**src/rtl/phase_seq_pkg.sv**
```systemverilog
// Shared types and helpers for the phase_seq timing sequencer.
// Holds the FSM state enum, the idle phase code and the nonzero-phase search.
package phase_seq_pkg;

   typedef enum logic {
      ST_IDLE,
      ST_RUN
   } state_t;

   localparam int PHASE_IDLE = 0;

   // Upper bound on phases the search helper can scan.
   localparam int MAX_PHASES = 32;
   localparam int IDX_W      = 5;

   typedef struct packed {
      logic             found;
      logic [IDX_W-1:0] idx;
   } nz_res_t;

   // Lowest phase index >= from_idx (and < num) whose duration is nonzero.
   // nz carries one "duration is nonzero" bit per phase.
   function automatic nz_res_t next_nonzero(
      input logic [MAX_PHASES-1:0] nz,
      input int                    num,
      input int                    from_idx
   );
      nz_res_t r;
      r.found = 1'b0;
      r.idx   = '0;
      for (int i = MAX_PHASES - 1; i >= 0; i--) begin
         if (i >= from_idx && i < num && nz[i]) begin
            r.found = 1'b1;
            r.idx   = IDX_W'(i);
         end
      end
      return r;
   endfunction

endpackage

```
**src/rtl/phase_seq_timer.sv**
```systemverilog
// Down-counter timing the remaining cycles of the current phase.
// Load has priority over enable; expire is high when the count is zero.
module phase_timer
   import phase_seq_pkg::*;
#(
   parameter int CNT_W = 4
) (
   input  logic             clk,
   input  logic             rstb,
   input  logic             load_i,
   input  logic [CNT_W-1:0] val_i,
   input  logic             en_i,
   output logic [CNT_W-1:0] cnt_o,
   output logic             expire_o
);

   logic [CNT_W-1:0] cnt_q;
   logic [CNT_W-1:0] cnt_d;

   // Next count: reload on phase entry, otherwise count down when enabled.
   always_comb begin
      cnt_d = cnt_q;
      if (load_i) begin
         cnt_d = val_i;
      end else if (en_i && cnt_q != '0) begin
         cnt_d = cnt_q - CNT_W'(1);
      end
   end

   // Counter register with synchronous reset.
   always_ff @(posedge clk) begin
      if (!rstb) begin
         cnt_q <= '0;
      end else begin
         cnt_q <= cnt_d;
      end
   end

   assign cnt_o    = cnt_q;
   assign expire_o = (cnt_q == '0);

endmodule

```
**src/rtl/phase_seq.sv**
```systemverilog
// Multi-phase timing sequencer: one-shot/loop runs, abort and pass counting.
// Optional PHASE_SEQ_PAUSE_EN adds a pause input that freezes a running sequence.
module phase_seq
   import phase_seq_pkg::*;
#(
   parameter int NUM_PHASES = 3,
   parameter int CNT_W      = 4,
   parameter int PHASE_W    = 2
) (
   input  logic                        clk,
   input  logic                        rstb,
   input  logic                        start,
   input  logic                        stop,
`ifdef PHASE_SEQ_PAUSE_EN
   input  logic                        pause,
`endif
   input  logic                        mode_loop,
   input  logic [NUM_PHASES*CNT_W-1:0] dur_i,
   output logic [PHASE_W-1:0]          phase_o,
   output logic                        busy,
   output logic                        done,
   output logic                        wrap,
   output logic [CNT_W-1:0]            pass_cnt
);

   state_t                      state_q;
   logic [IDX_W-1:0]            idx_q;
   logic [NUM_PHASES*CNT_W-1:0] dur_q;
   logic                        loop_q;
   logic [PHASE_W-1:0]          phase_q;
   logic                        busy_q;
   logic                        done_q;
   logic                        wrap_q;
   logic [CNT_W-1:0]            pass_q;

   logic                        pause_w;
   logic [MAX_PHASES-1:0]       nz_in;
   logic [MAX_PHASES-1:0]       nz_q;
   nz_res_t                     first_in;
   nz_res_t                     first_q;
   nz_res_t                     nxt;

   logic                        run_ok;
   logic                        go;
   logic                        adv;
   logic [IDX_W-1:0]            tgt_idx;
   logic [CNT_W-1:0]            tgt_dur;
   logic [PHASE_W-1:0]          tgt_code;

   logic                        tmr_load;
   logic [CNT_W-1:0]            tmr_val;
   logic                        tmr_en;
   logic [CNT_W-1:0]            tmr_cnt;
   logic                        tmr_last;

`ifdef PHASE_SEQ_PAUSE_EN
   assign pause_w = pause;
`else
   assign pause_w = 1'b0;
`endif

   // Per-phase nonzero flags for incoming and latched durations.
   always_comb begin
      nz_in = '0;
      nz_q  = '0;
      for (int k = 0; k < NUM_PHASES; k++) begin
         nz_in[k] = |dur_i[k*CNT_W +: CNT_W];
         nz_q[k]  = |dur_q[k*CNT_W +: CNT_W];
      end
   end

   assign first_in = next_nonzero(nz_in, NUM_PHASES, 0);
   assign first_q  = next_nonzero(nz_q, NUM_PHASES, 0);
   assign nxt      = next_nonzero(nz_q, NUM_PHASES, int'(idx_q) + 1);

   // Choose the phase entered next and its length.
   always_comb begin
      run_ok = (state_q == ST_RUN) && !stop && !pause_w;
      go     = (state_q == ST_IDLE) && start && !stop
               && first_in.found;
      adv    = run_ok && tmr_last && (nxt.found || loop_q);
      if (go) begin
         tgt_idx = first_in.idx;
      end else if (nxt.found) begin
         tgt_idx = nxt.idx;
      end else begin
         tgt_idx = first_q.idx;
      end
      tgt_dur = '0;
      for (int k = 0; k < NUM_PHASES; k++) begin
         if (tgt_idx == IDX_W'(k)) begin
            tgt_dur = go ? dur_i[k*CNT_W +: CNT_W]
                         : dur_q[k*CNT_W +: CNT_W];
         end
      end
      tgt_code = PHASE_W'(tgt_idx + IDX_W'(1));
      tmr_load = go || adv;
      tmr_val  = tgt_dur - CNT_W'(1);
      tmr_en   = run_ok && !tmr_last;
   end

   phase_timer #(
      .CNT_W (CNT_W)
   ) u_timer (
      .clk      (clk),
      .rstb     (rstb),
      .load_i   (tmr_load),
      .val_i    (tmr_val),
      .en_i     (tmr_en),
      .cnt_o    (tmr_cnt),
      .expire_o (tmr_last)
   );

   // Sequencer FSM with registered phase code, status pulses and pass count.
   always_ff @(posedge clk) begin
      if (!rstb) begin
         state_q <= ST_IDLE;
         idx_q   <= '0;
         dur_q   <= '0;
         loop_q  <= 1'b0;
         phase_q <= PHASE_W'(PHASE_IDLE);
         busy_q  <= 1'b0;
         done_q  <= 1'b0;
         wrap_q  <= 1'b0;
         pass_q  <= '0;
      end else begin
         done_q <= 1'b0;
         wrap_q <= 1'b0;
         unique case (state_q)
            ST_IDLE: begin
               if (start && !stop) begin
                  dur_q  <= dur_i;
                  loop_q <= mode_loop;
                  if (first_in.found) begin
                     state_q <= ST_RUN;
                     busy_q  <= 1'b1;
                     idx_q   <= tgt_idx;
                     phase_q <= tgt_code;
                     pass_q  <= '0;
                  end else begin
                     done_q <= 1'b1;
                     pass_q <= CNT_W'(1);
                  end
               end
            end
            ST_RUN: begin
               if (stop) begin
                  state_q <= ST_IDLE;
                  busy_q  <= 1'b0;
                  phase_q <= PHASE_W'(PHASE_IDLE);
               end else if (!pause_w && tmr_last) begin
                  if (nxt.found) begin
                     idx_q   <= tgt_idx;
                     phase_q <= tgt_code;
                  end else begin
                     pass_q <= pass_q + CNT_W'(1);
                     if (loop_q) begin
                        idx_q   <= tgt_idx;
                        phase_q <= tgt_code;
                        wrap_q  <= 1'b1;
                     end else begin
                        state_q <= ST_IDLE;
                        busy_q  <= 1'b0;
                        phase_q <= PHASE_W'(PHASE_IDLE);
                        done_q  <= 1'b1;
                     end
                  end
               end
            end
            default: begin
               state_q <= ST_IDLE;
            end
         endcase
      end
   end

   assign phase_o  = phase_q;
   assign busy     = busy_q;
   assign done     = done_q;
   assign wrap     = wrap_q;
   assign pass_cnt = pass_q;

endmodule

```
**config.mk**
```make
export PLATFORM = sky130hd
export DESIGN_NAME = phase_seq
export DESIGN_NICKNAME = d
export VERILOG_FILES = /design/src/rtl/phase_seq_pkg.sv /design/src/rtl/phase_seq_timer.sv /design/src/rtl/phase_seq.sv
export SDC_FILE = /design/constraint.sdc
export NUM_CORES = 1
export LEC_CHECK = 0
export BUFFER_PORTS_ARGS = -buffer_cell sky130_fd_sc_hd__buf_2
export CORE_MARGIN = 2
export CORE_UTILIZATION = 45
export DETAILED_ROUTE_END_ITERATION = 8
export GPL_ROUTABILITY_DRIVEN = 0
export MAX_ROUTING_LAYER = met4
export PLACE_DENSITY_LB_ADDON = 0.2
export SETUP_SLACK_MARGIN = 0.5
export SYNTH_ARGS = -nofsm -noshare
export SYNTH_HDL_FRONTEND = slang
export SYNTH_SLANG_ARGS = --single-unit
```
**constraint.sdc**
```tcl
create_clock -name clk -period 3.1 [get_ports clk]
set_clock_uncertainty 0.2 [all_clocks]
set_input_delay 0.31 -clock clk [delete_from_list [all_inputs] [get_ports clk]]
set_output_delay 0.31 -clock clk [all_outputs]
set_load 0.01 [all_outputs]
```
==> run_results.csv <==
group,metric,value,unit
setup_path,crit_arrival,3.07,ns
synthesis,synth_area_leaders,"dfxtp_1 (35%), nand2_1 (10%), a21oi_1 (9.1%)",
cts,cts_tree,"yes",
global_route,grt_pass1_vias,1642,
global_route,antenna_found_initial,0,
synthesis,mappedNetlistArea,1644,um^2
finish,post_layout_nonfiller_instances,309,
global_route,track_usage,25.18,%
die,io_pins,26,
synthesis,synth_top_cell_by_area,"dfxtp_1",
sta,fin_crit,3.013,ns
die,start_util,48.13,%
synthesis,synth_seq_cells,29,
setup_path,critPathCaptureType,"flip-flop",
finish,nets,284,
drt,vias,1726,
setup_path,path_class,"flip-flop to flip-flop",
drt,drc,0,
die,die-area,4153,um^2
placed_design,portBuffers,25,
synthesis,synth_edf_count,0,
drt,drt_iter0_markers,179,
cts,cts_sinks,29,
sta,slew_headroom,45.88,%
finish,fillers,287,
setup_path,cpLargestDelayFamily,"compound AO/OA/AOI/OAI gates",
placed_design,preCtsSetupSlack,-0.08702,ns
cts,clock-root-buffer,"clkbuf_4",
global_route,gr-total-overflow,0,
setup_path,critPathRequiredTime,3.16,ns
finish,layout-drive-gt1-share,43.35,%
sta,hold_viol,0,
cts,clk_pin_slew,0.09,ns
setup_path,critical_path.max_stage_delay,0.35,ns
global_route,grt_max_degree,26,
die,die_w,64.45,um
power,leakagePower,0.0009188,uW
synthesis,synth_cells,206,
synthesis,syn_area_per_cell,7.981,um^2
synthesis,synth_top_area_share,35.31,%
cts,cts_buffer_depth,2,
drt,wl_per_cell,15.11,um
sta,drv_slew,0,
placed_design,placedCellCount,291,
drt,avgViaCountPerCell,5.586,
sta,fin_crit_sh,97.21,%
run_status,status,"complete, no violations",
setup_path,cp-start-kind,"flip-flop",
finish,multiInputGateArea,1140,um^2
die,rows,21,
synthesis,synth_cell_types,46,
drt,first_pass_iters,4,
die,coreArea,3416,um^2
setup_path,crit_fanout,5,
cts,clock_latency,0.34,ns
synthesis,synthFlopType,"dfxtp_1",
synthesis,synth.yosys.seq_area_share,35.31,%
placed_design,dp_hpwl,3308,um
sta,tightest_slew,0.8110,ns
synthesis,yosys_warnings,0,
setup_path,cp_slowest_cell,"dfxtp_2",
sta,rsz0062_at_grt,"yes",
setup_path,path_cells,"nor4_4 > o21ai_1 > a21oi_2 > o2bb2ai_2 > a22oi_2 > buf_6 > buf_12 > ha_4 > nand2_2 > o21ai_2 > a221oi_2 > a31oi_1 > mux2i_1 > ha_1 > a211oi_2",
power,power.density,454.1,nW/um^2
drt,routed_wl,4670,um
synthesis,ys_async_sr_fraction,0,%
sta,finalSetupViolCount,0,
die,die_h,64.45,um
hold_path,hold_path_class,"primary input to flip-flop",
cts,htreeDepth,2,
finish,n_antenna_cell,0,
finish,regArea,589.3,um^2
global_route,grt_pass1_wl,7817,um
cts,cts_buffers,5,
synthesis,synthesis.nets,228,
flow_run,cap_violations,0,
power,ir_drop,328.8,uV
drt,final_antenna_net_count,0,
finish,final_core_util,66.85,%
sta,fin_ws,0.08663,ns
finish,syn_to_final_growth,38.89,%
sta,fmax,331.9,MHz
setup_path,crit_buf_inv,2,
layout make-up:
cell class	count	share of cell area, %
timing repair buffer	57	16.88
tap	46	2.521
clock inverter	1	0.2192
sequential	29	25.81
inverter	9	1.808
clock buffer	7	2.849
multi-input combinational	160	49.92
cell families (layout without fill, tap and decap cells):
| family | after synthesis | in the layout | synth area share (%) |
|---|---|---|---|
| AOI/OAI and AO/OA | 61 | 61 | 24.58 |
| xor gates and xnor gates | 2 | 2 | 1.066 |
| adders and majority gates | 5 | 5 | 3.805 |
| buffers and inverters | 17 | 74 | 5.556 |
| DFF | 29 | 29 | 35.31 |
| muxes | 4 | 4 | 2.435 |
| and+or+nand+nor | 88 | 88 | 27.25 |
layer usage:
layer | wire length [um] | track usage (%)
met1 | 2044 | 30.92
met2 | 2235 | 39.58
met5 | 0 | -
met4 | 121 | 11.44
met3 | 268 | 5.729
what timing repair did:
| action | in CTS | in global routing |
|---|---|---|
| hold buffers | 0 | 0 |
| pin swaps | 12 | 7 |
| endpoints found under the setup margin | 4 | 4 |
| buffers inserted | 10 | 0 |
| resized for setup | 15 | 11 |
per-stage QoR:
stage	total power (uW)	area [um^2]	TNS [ns]	hold WS, ns
floorplan	616.4	1770	0	0.2460
global placement	706.4	2052	-0.1931	0.2589
detailed placement	709.9	2052	-0.1519	0.2735
CTS	1018	2251	0	0.02519
global route	1095	2283	-0.2471	0.02172
finish	1037	2283	0	0.02033
flip-flops by register name, summed over array words and instances (netlist names):
name,flops
done,1
loop_q,1
phase_o,2
idx_q,2
wrap,1
busy,1
pass_cnt,4
u_timer.cnt_o,4
dur_q,12
state_q,1
synth_stat cells (all sizes together) (2+ instances only):
cell type / n
and2: 2
or2: 2
ha: 5
a31oi: 4
xor2: 2
a21oi: 30
nand2: 44
nor4: 7
nor3: 3
a21boi: 2
or4: 2
a211oi: 4
nand4: 4
nand3: 4
o21ai: 9
buf: 3
nand3b: 2
clkbuf: 5
nor2: 14
and3: 2
inv: 9
mux2i: 4
dfxtp: 29
report_power, final:
| group | switching (uW) | internal [uW] |
|---|---|---|
| sequential | 24.8 | 395 |
| combinational | 176 | 173 |
| clock | 138 | 131 |
placed cells by master, fill, tap and decap left out, types with 3 or more instances in the layout:
master    Yosys  final
a21oi_1      30     26
a21oi_2       0      4
a31oi_1       4      4
buf_2         0     25
buf_4         0     29
clkbuf_4      0      5
dfxtp_1      29     22
dfxtp_2       0      7
inv_1         8      5
mux2i_1       4      4
nand2_1      44     41
nand2_2       0      3
nand3_1       4      3
nand4_1       4      4
nor2_1       14     14
nor3_1        3      3
nor4_4        1      5
o21ai_0       9      5
o21ai_2       0      3
tightest hold or removal path, delay by kind of cell:
family	cells	cell delay, ns
compound gates	1	0.06
buf+inv	1	0.09
simple gates	1	0.06
worst paths after layout:
check / start / to / slack [ns] / cells after the start
worst max-delay path: dur_q[8] / u_timer.cnt_o[1] / 0.09 / 15
worst min-delay path: mode_loop / loop_q / 0.02 / 3
worst max register to register: dur_q[8] / u_timer.cnt_o[1] / 0.09 / 15
worst min register to register: busy / busy / 0.28 / 2
No activity file was read; power rests on OpenSTA's default activity.
